File: src/rtl/usb_tx_controller.sv
// -----------------------------------------------------------------------------
// usb_tx_controller
//
// Sequences the USB transmit encoder for one packet at a time: a clock-divided
// bit timer paces the slots, the SYNC pattern (0x80 LSB-first) is sent first,
// payload bytes are pulled from the upstream byte source and serialised
// LSB-first with bit stuffing, and the packet is closed with EOP
// (two SE0 slots followed by one J slot).
//
// Parameters
//   CLKS_PER_BIT  clocks per USB bit slot (>= 2)
//   STUFF_LIMIT   consecutive transmitted 1s that force a stuffed 0
//
// Ports
//   clk            system clock
//   n_rst          asynchronous, active-low reset
//   tx_start_i     request to send a packet; sampled only in IDLE
//   tx_data_i      payload byte from the source
//   tx_valid_i     tx_data_i / tx_last_i valid
//   tx_last_i      current byte is the final payload byte
//   tx_ready_o     one-clock pop strobe; the byte is latched this cycle
//   enc_data_o     bit presented to the encoder (0 = toggle line)
//   enc_new_bit_o  strobe on the final clock of each SYNC/DATA/STUFF slot
//   enc_eop_o      force SE0 on the encoder
//   enc_idle_o     force J on the encoder
//   tx_busy_o      packet in progress
//   tx_done_o      one-clock strobe, packet finished normally
//   tx_error_o     one-clock strobe, underflow abort
// -----------------------------------------------------------------------------
module usb_tx_controller #(
  parameter int CLKS_PER_BIT = 8,
  parameter int STUFF_LIMIT  = 6
) (
  input  logic       clk,
  input  logic       n_rst,
  input  logic       tx_start_i,
  input  logic [7:0] tx_data_i,
  input  logic       tx_valid_i,
  input  logic       tx_last_i,
  output logic       tx_ready_o,
  output logic       enc_data_o,
  output logic       enc_new_bit_o,
  output logic       enc_eop_o,
  output logic       enc_idle_o,
  output logic       tx_busy_o,
  output logic       tx_done_o,
  output logic       tx_error_o
);

  localparam int CW = (CLKS_PER_BIT > 1) ? $clog2(CLKS_PER_BIT) : 1;
  localparam int OW = $clog2(STUFF_LIMIT + 1);
  localparam logic [CW-1:0] CNT_MAX  = CW'(CLKS_PER_BIT - 1);
  localparam logic [OW-1:0] ONES_LIM = OW'(STUFF_LIMIT);

  typedef enum logic [2:0] {
    ST_IDLE    = 3'd0,
    ST_SYNC    = 3'd1,
    ST_DATA    = 3'd2,
    ST_STUFF   = 3'd3,
    ST_EOP_SE0 = 3'd4,
    ST_EOP_J   = 3'd5
  } state_e;

  state_e          state_q, state_d;
  logic [CW-1:0]   cnt_q, cnt_d;
  logic [2:0]      idx_q, idx_d;      // SYNC/DATA bit index, reused as SE0 slot index
  logic [7:0]      shreg_q, shreg_d;
  logic            last_q, last_d;    // byte in the shift register is the final one
  logic [OW-1:0]   ones_q, ones_d;
  logic            fin_q, fin_d;      // final data bit sent; a pending STUFF leads to EOP
  logic            abort_q, abort_d;  // underflow seen; suppresses tx_done

  logic            enc_data_q, enc_data_d;
  logic            enc_new_bit_q, enc_new_bit_d;
  logic            enc_eop_q, enc_eop_d;
  logic            enc_idle_q, enc_idle_d;
  logic            tx_busy_q, tx_busy_d;
  logic            tx_done_q, tx_done_d;

  logic            slot_end_s;
  logic            cur_bit_s;
  logic            stuff_req_s;
  logic            pop_s;
  logic            err_s;

  assign slot_end_s  = (cnt_q == CNT_MAX);
  // A 1 at this slot end that brings the run of ones up to the limit.
  assign stuff_req_s = cur_bit_s && ((ones_q + OW'(1)) == ONES_LIM);

  // Bit currently on the wire for the running slot.
  always_comb begin
    case (state_q)
      ST_SYNC:  cur_bit_s = (idx_q == 3'd7);
      ST_DATA:  cur_bit_s = shreg_q[0];
      ST_STUFF: cur_bit_s = 1'b0;
      default:  cur_bit_s = 1'b1;
    endcase
  end

  // Next-state logic: slot sequencing, byte pops, stuffing and abort.
  always_comb begin
    state_d = state_q;
    cnt_d   = cnt_q;
    idx_d   = idx_q;
    shreg_d = shreg_q;
    last_d  = last_q;
    ones_d  = ones_q;
    fin_d   = fin_q;
    abort_d = abort_q;
    pop_s   = 1'b0;
    err_s   = 1'b0;

    if (state_q == ST_IDLE) begin
      cnt_d = {CW{1'b0}};
    end else if (slot_end_s) begin
      cnt_d = {CW{1'b0}};
    end else begin
      cnt_d = cnt_q + CW'(1);
    end

    case (state_q)
      ST_IDLE: begin
        idx_d   = 3'd0;
        ones_d  = {OW{1'b0}};
        fin_d   = 1'b0;
        abort_d = 1'b0;
        if (tx_start_i && tx_valid_i) begin
          shreg_d = tx_data_i;
          last_d  = tx_last_i;
          pop_s   = 1'b1;
          state_d = ST_SYNC;
        end else begin
          state_d = ST_IDLE;
        end
      end

      ST_SYNC: begin
        if (slot_end_s) begin
          ones_d = cur_bit_s ? (ones_q + OW'(1)) : {OW{1'b0}};
          idx_d  = idx_q + 3'd1;
          if (idx_q == 3'd7) begin
            state_d = stuff_req_s ? ST_STUFF : ST_DATA;
          end else begin
            state_d = ST_SYNC;
          end
        end else begin
          state_d = ST_SYNC;
        end
      end

      ST_DATA: begin
        if (slot_end_s) begin
          ones_d  = cur_bit_s ? (ones_q + OW'(1)) : {OW{1'b0}};
          shreg_d = {1'b0, shreg_q[7:1]};
          idx_d   = idx_q + 3'd1;
          if (idx_q != 3'd7) begin
            state_d = stuff_req_s ? ST_STUFF : ST_DATA;
          end else if (last_q) begin
            fin_d   = 1'b1;
            state_d = stuff_req_s ? ST_STUFF : ST_EOP_SE0;
          end else if (tx_valid_i) begin
            // The pop happens at this slot end even when a STUFF slot follows.
            pop_s   = 1'b1;
            shreg_d = tx_data_i;
            last_d  = tx_last_i;
            state_d = stuff_req_s ? ST_STUFF : ST_DATA;
          end else begin
            // Source ran dry mid-packet: abort straight into EOP.
            err_s   = 1'b1;
            abort_d = 1'b1;
            state_d = ST_EOP_SE0;
          end
        end else begin
          state_d = ST_DATA;
        end
      end

      ST_STUFF: begin
        if (slot_end_s) begin
          ones_d  = {OW{1'b0}};
          state_d = fin_q ? ST_EOP_SE0 : ST_DATA;
        end else begin
          state_d = ST_STUFF;
        end
      end

      ST_EOP_SE0: begin
        if (slot_end_s) begin
          if (idx_q == 3'd1) begin
            idx_d   = 3'd0;
            state_d = ST_EOP_J;
          end else begin
            idx_d   = idx_q + 3'd1;
            state_d = ST_EOP_SE0;
          end
        end else begin
          state_d = ST_EOP_SE0;
        end
      end

      ST_EOP_J: begin
        if (slot_end_s) begin
          state_d = ST_IDLE;
        end else begin
          state_d = ST_EOP_J;
        end
      end

      default: begin
        state_d = ST_IDLE;
        cnt_d   = {CW{1'b0}};
      end
    endcase
  end

  // Encoder-facing outputs decoded from the next state so they can be registered
  // and still line up with the slot they describe.
  always_comb begin
    case (state_d)
      ST_SYNC:  enc_data_d = (idx_d == 3'd7);
      ST_DATA:  enc_data_d = shreg_d[0];
      ST_STUFF: enc_data_d = 1'b0;
      default:  enc_data_d = 1'b1;
    endcase
    enc_new_bit_d = ((state_d == ST_SYNC) || (state_d == ST_DATA) || (state_d == ST_STUFF)) &&
                    (cnt_d == CNT_MAX);
    enc_eop_d     = (state_d == ST_EOP_SE0);
    enc_idle_d    = (state_d == ST_IDLE) || (state_d == ST_EOP_J);
    tx_busy_d     = (state_d != ST_IDLE);
    tx_done_d     = (state_d == ST_EOP_J) && (cnt_d == CNT_MAX) && !abort_d;
  end

  // State, datapath and output registers.
  always_ff @(posedge clk or negedge n_rst) begin
    if (!n_rst) begin
      state_q       <= ST_IDLE;
      cnt_q         <= {CW{1'b0}};
      idx_q         <= 3'd0;
      shreg_q       <= 8'h00;
      last_q        <= 1'b0;
      ones_q        <= {OW{1'b0}};
      fin_q         <= 1'b0;
      abort_q       <= 1'b0;
      enc_data_q    <= 1'b1;
      enc_new_bit_q <= 1'b0;
      enc_eop_q     <= 1'b0;
      enc_idle_q    <= 1'b1;
      tx_busy_q     <= 1'b0;
      tx_done_q     <= 1'b0;
    end else begin
      state_q       <= state_d;
      cnt_q         <= cnt_d;
      idx_q         <= idx_d;
      shreg_q       <= shreg_d;
      last_q        <= last_d;
      ones_q        <= ones_d;
      fin_q         <= fin_d;
      abort_q       <= abort_d;
      enc_data_q    <= enc_data_d;
      enc_new_bit_q <= enc_new_bit_d;
      enc_eop_q     <= enc_eop_d;
      enc_idle_q    <= enc_idle_d;
      tx_busy_q     <= tx_busy_d;
      tx_done_q     <= tx_done_d;
    end
  end

  // Pop and abort strobes depend on tx_valid_i in the very cycle the byte is
  // taken, so they come straight from the registered state and the inputs.
  assign tx_ready_o    = pop_s;
  assign tx_error_o    = err_s;
  assign enc_data_o    = enc_data_q;
  assign enc_new_bit_o = enc_new_bit_q;
  assign enc_eop_o     = enc_eop_q;
  assign enc_idle_o    = enc_idle_q;
  assign tx_busy_o     = tx_busy_q;
  assign tx_done_o     = tx_done_q;

endmodule

File: config.mk
export PLATFORM = sky130hd
export DESIGN_NAME = usb_tx_controller
export DESIGN_NICKNAME = d
export VERILOG_FILES = /design/src/rtl/usb_tx_controller.sv
export SDC_FILE = /design/constraint.sdc
export NUM_CORES = 1
export LEC_CHECK = 0
export ABC_AREA = 1
export CAP_MARGIN = 40
export CORE_UTILIZATION = 55
export CTS_BUF_LIST = sky130_fd_sc_hd__clkbuf_8
export DETAILED_ROUTE_END_ITERATION = 16
export PLACE_DENSITY_LB_ADDON = 0.05
export RECOVER_POWER = 25
export REMOVE_ABC_BUFFERS = 1
export SYNTH_ARGS = -nofsm -noshare
export SYNTH_HDL_FRONTEND = slang
export SYNTH_SLANG_ARGS = --single-unit
File: constraint.sdc
create_clock -name clk -period 3.1 [get_ports clk]
set_clock_uncertainty 0.05 [all_clocks]
set_input_delay 0.62 -clock clk [delete_from_list [all_inputs] [get_ports clk]]
set_output_delay 0.62 -clock clk [all_outputs]
set_load 0.005 [all_outputs]
==> After elaboration in Yosys (flattened, before gate mapping) <==
Index checks and enable logic that the tools add are counted.
{ "word_totals": {"reg_bits": 29, "latch_bits": 0, "ramBits": 0, "romBits": 0, "input_bits": 13, "word_cells": 121, "mem_count": 0} }
{ "op_classes": {"add_sub_neg": 3, "multipliers": 0, "n_div": 0, "magnitude_cmp": 0, "n_eq_ne": 23, "n_shift": 0, "n_mux": 60, "bitwise_logic": 0, "reduce_logical": 20} }
{ "op_table": {"columns": ["operator", "n"], "rows": [
  ["3-bit 2-to-1 mux", 19],
  ["8-bit 2-to-1 mux", 5],
  ["3-bit == test (second input constant)", 9],
  ["1-bit 2-to-1 mux", 25],
  ["3-bit one-hot mux with 3 select lines", 2],
  ["3-bit one-hot mux with 6 select lines", 1],
  ["8-bit one-hot mux with 2 select lines", 1],
  ["3-bit by 2-bit == test with 1-bit output (second input constant)", 4],
  ["3-bit by 1-bit adder with 3-bit output (second input constant)", 3],
  ["3-bit by 1-bit == test with 1-bit output (second input constant)", 3],
  ["2-bit != test (second input constant)", 4],
  ["1-bit one-hot mux with 2 select lines", 4],
  ["4-bit AND reduction", 2],
  ["3-bit logical NOT", 2],
  ["1-bit one-hot mux with 3 select lines", 2],
  ["3-bit AND reduction", 2],
  ["3-bit nonzero test", 2],
  ["6-bit OR reduction", 1],
  ["1-bit logical AND", 5],
  ["2-bit by 1-bit != test with 1-bit output (second input constant)", 2],
  ["1-bit logical OR", 3],
  ["3-bit != test (second input constant)", 1],
  ["2-bit 2-to-1 mux", 1],
  ["2-bit nonzero test", 1],
  ["2 further kinds", 2]
]} }

==> Logic depth before layout (Yosys ltp) <==
Gate-level depths: netlist of run 1.
{ "logic_depth": {"ltp_word": 13, "mapped_depth": 14, "ltp_nobuf": 14} }

==> Worst setup path after synthesis of run 1 <==
Ideal clock, no wire load.
{ "synth_path": {"kind": "flip-flop to output port", "from": "reg cnt_q[0]", "to": "out tx_ready_o", "t_arrival_ns": 1.172, "setup_slack_ns": 1.258, "stages_incl_launch_ff": 6, "cell_sequence": "dfrtp_1 > ha_1 > ha_1 > buf_2 > nand2_4 > o21ai_4"} }
{ "synth_via": {"elab_chain_len": 3} }
{ "synth_rtl": {"columns": ["item", "line", "source"], "rows": [
  ["start: declaration", "65", "logic [CW-1:0] cnt_q, cnt_d;"],
  ["start signal: assignment", "237", "cnt_q <= {CW{1'b0}};"],
  ["start signal: assignment", "252", "cnt_q <= cnt_d;"],
  ["3-bit == test", "86", "assign slot_end_s = (cnt_q == CNT_MAX);"],
  ["1-bit 2-to-1 mux", "152", "if (slot_end_s) begin"],
  ["1-bit one-hot mux with 2 select lines", "121", "case (state_q)"],
  ["end: declaration", "40", "output logic tx_ready_o,"]
]} }
Every way passes these cells.

==> Final worst setup path of run 1 <==
{ "layout_path": {"from": "in tx_valid_i", "to": "out tx_error_o"} }
{ "layout_via": {"elab_chain_len": 5} }
{ "layout_rtl": {"columns": ["item", "line", "source"], "rows": [
  ["start: declaration", "38", "input logic tx_valid_i,"],
  ["1-bit 2-to-1 mux", "161", "end else if (tx_valid_i) begin"],
  ["1-bit 2-to-1 mux", "158", "end else if (last_q) begin"],
  ["1-bit 2-to-1 mux", "156", "if (idx_q != 3'd7) begin"],
  ["1-bit 2-to-1 mux", "152", null],
  ["1-bit 2-to-1 mux", "121", null],
  ["end: declaration", "47", "output logic tx_error_o"]
]} }
Every way passes these cells.

==> results.yml, run 1 <==
pwr:
  power.share.clock_pct: 20.4
  leakagePower_uw: 0.000961
  seqPwrFrac_pct: 40.2
  p_int_uw: 899
  powerDensity_nw_per_um2: 766
  pwr-share-comb_pct: 39.4
  power_uw: 1470
  swShare_pct: 38.8
  irDropWorstVdd_uv: 635
  switchingPower_uw: 570
grt:
  grt_pass1_vias: 1363
  grt_pass1_wl_um: 5820
  gr-total-overflow: 0
  gr-usage-all-layers_pct: 24.6
  grt_max_degree: 30
  antenna_found_initial: 0
timing:
  worst_slew_pin_slew_ps: 1510
  fin_tns_setup_ps: 0
  setup_slack_ps: 336
  setup_viol_count_final: 0
  final_hold_viol_count: 0
  finalHoldWorstSlack_ps: 423
  rsz0062_at_grt: "false"
  max_freq_mhz: 362
  relSlewSlack_pct: -0.677
  period_minus_slack_ps: 2760
  drv_slew: 30
  period_share_pct: 89.2
synth:
  yosysUniqueCellTypes: 30
  yosysWarnings: 0
  ys_seq_elements: 29
  yosys-top-cells-count: "nand2_1 (42), inv_1 (34), dfrtp_1 (27)"
  ys.flop_type: "dfrtp_1"
  syn_inst: 193
  syn_area_um2: 1590
  synth.largest_area_cell: "dfrtp_1"
  syn_avg_cell_area_um2: 8.22
  ys_seq_area_share_pct: 45.9
  synth-async-reset-ratio_pct: 100
  synth_top_area_share_pct: 42.6
  yosysMostFrequentCell: "nand2_1"
  ys_top_cells_by_area: "dfrtp_1 (43%), nand2_1 (9.9%), inv_1 (8.0%), nand3_1 (6.9%), ha_1 (5.5%)"
  synth_edf_count: 0
drt:
  firstDrtPassIters: 4
  wire_per_inst_um: 13.4
  vias_per_cell: 5.42
  totalWireLength_um: 3380
  vias: 1371
  drtIter0Drc: 31
  drc_errors: 0
  ant_nets: 0
clock_tree:
  cts.sinks: 29
  cts_setup_buffers: 0
  cts_resized: 0
  numCtsBuffers: 5
  clk_pin_slew_ps: 60
  cts_tree: "built"
  cts_hold_buf: 0
  ctsRootBufferMaster: "clkbuf_8"
  clockBufferDepth: 2
  htreeDepth: 2
  insertion_delay_ps: 280
outcome:
  violations: "capacitance limit, slew limit"
  status: "finished, violations left"
worst_hold_path:
  hp-class: "flip-flop to flip-flop"
  hold-path-cell-count: 1
  whs_endpoint: "cnt_q[0]"
  worstHoldStart: "cnt_q[0]"
setup_path:
  critical_path.max_fanout: 5
  r2r_slack_ps: 1070
  crit_type: "primary input to output port"
  reg2reg_depth: 13
  cp-end-kind: "output port"
  cp-startpoint: "tx_valid_i"
  critPathRequiredTime_ps: 2430
  cp-start-kind: "primary input"
  r2r_start: "cnt_q[0]"
  arrival_ps: 2090
  timing.rr.end: "enc_new_bit_o"
finish:
  antenna_cells: 0
  design_area_um2: 1920
  fillerInstances: 210
  nets: 241
  drive_gt1_share_pct: 13.5
  area_growth_pct: 20.9
placed_design:
  dpl-instance-area_um2: 1840
  pre_cts_slack_ps: 364
  io_buffer_count: 20
  dp_hpwl_um: 2610
  gp_congestion: 0.938
floorplan:
  fp.coreArea_um2: 2730
  initial_core_util_pct: 58.0
  die_area_um2: 3100
  fp.dieW_um: 55.7
  ios: 21
  rows: 19
  die_h_um: 55.7
run:
  drv_cap: 1
-- how the worst max path moves through the flow --
stage	endpoint	slack [ps]
after floorplan	tx_ready_o	1220
after global placement	tx_error_o	370
after global routing	tx_error_o	220
final	tx_error_o	340
after CTS	tx_error_o	360
after detailed placement	tx_error_o	360
-- sequential cells by signal, indices dropped and copies added (netlist names) --
| signal | cells |
|---|---|
| cnt_q | 3 |
| enc_idle_o | 1 |
| tx_done_o | 1 |
| enc_new_bit_o | 1 |
| last_q | 1 |
| ones_q | 3 |
| shreg_q | 8 |
| idx_q | 3 |
| tx_busy_o | 1 |
| enc_eop_o | 1 |
| fin_q | 1 |
| enc_data_o | 1 |
| state_q | 3 |
| abort_q | 1 |
-- through the flow --
step	util, %	std cells
2_1_floorplan	-	191
3_3_place_gp	67.1	245
3_5_place_dp	67.1	245
4_1_cts	70.3	253
5_1_grt	70.2	253
6_report	70.2	253
-- worst max-delay path, cell delays in order --
cell and delay (ps):
clkdlybuf4s50_1 490, nor3_1 270, inv_1 90, nor2_1 120, clkdlybuf4s50_1 510
-- per-layer routing --
layer	up-vias	share of wire (%)	GRT usage, %
met5	-	0	0
met4	0	2.9	13.9
met3	12	3.8	4.65
met2	38	49	41.7
met1	640	44	29.3
li1	681	-	-
-- power by group through the flow --
stage	combinational [uW]	sequential [uW]	clock (uW)
after floorplan	407	582	0
final	578	591	300
after global placement	548	593	0
after detailed placement	578	598	0
after CTS	584	591	308
after global routing	657	605	323
-- cell type report --
| cell class | instances | area (um2) | share of cell area [%] |
|---|---|---|---|
| tap | 31 | 38.8 | 2.02 |
| timing repair buffer | 23 | 219 | 11.4 |
| inverter | 38 | 143 | 7.44 |
| sequential | 29 | 728 | 38.0 |
| clock inverter | 3 | 17.5 | 0.913 |
| clock buffer | 5 | 68.8 | 3.59 |
| multi-input combinational | 124 | 703 | 36.7 |
-- cell families after synthesis --
kind of cell    synth area share (%)
simple gates                    28.5
compound gates                  10.3
buf+inv                         9.78
fa+ha+maj                       5.52
flops                           45.9
-- cell usage in the layout (no fill, tap or decap) --
cell / count
buf_4: 2
o211ai_2: 1
nor2_4: 1
o21ai_4: 1
nor3_1: 3
clkdlybuf4s50_1: 19
dlygate4sd3_1: 1
dfstp_2: 2
clkbuf_8: 5
nor3b_1: 1
inv_1: 34
o21ai_2: 1
nand3_1: 22
o21ai_0: 3
nand4_1: 3
o211ai_1: 1
nand2_2: 3
nand2_1: 42
dfrtp_1: 27
inv_2: 4
o21bai_1: 1
o21ai_1: 1
o22ai_1: 2
clkbuf_1: 1
clkinv_2: 2
ha_1: 7
nor3_2: 2
nor2_1: 12
o2111ai_1: 1
clkinvlp_4: 1
a21oi_1: 5
nand3b_1: 1
nor2_2: 3
o221ai_1: 5
nand2_4: 2
(Power assumes the default switching activity.)
==> run 2, diff against run 1 <==
--- a/config.mk
+++ b/config.mk
@@ -13,6 +13,7 @@
 export PLACE_DENSITY_LB_ADDON = 0.05
 export RECOVER_POWER = 25
 export REMOVE_ABC_BUFFERS = 1
+export SETUP_SLACK_MARGIN = 0.05
 export SYNTH_ARGS = -nofsm -noshare
 export SYNTH_HDL_FRONTEND = slang
 export SYNTH_SLANG_ARGS = --single-unit
==> results of run 2 <==
The final DEF is identical to that of run 1; final timing and power are the same.
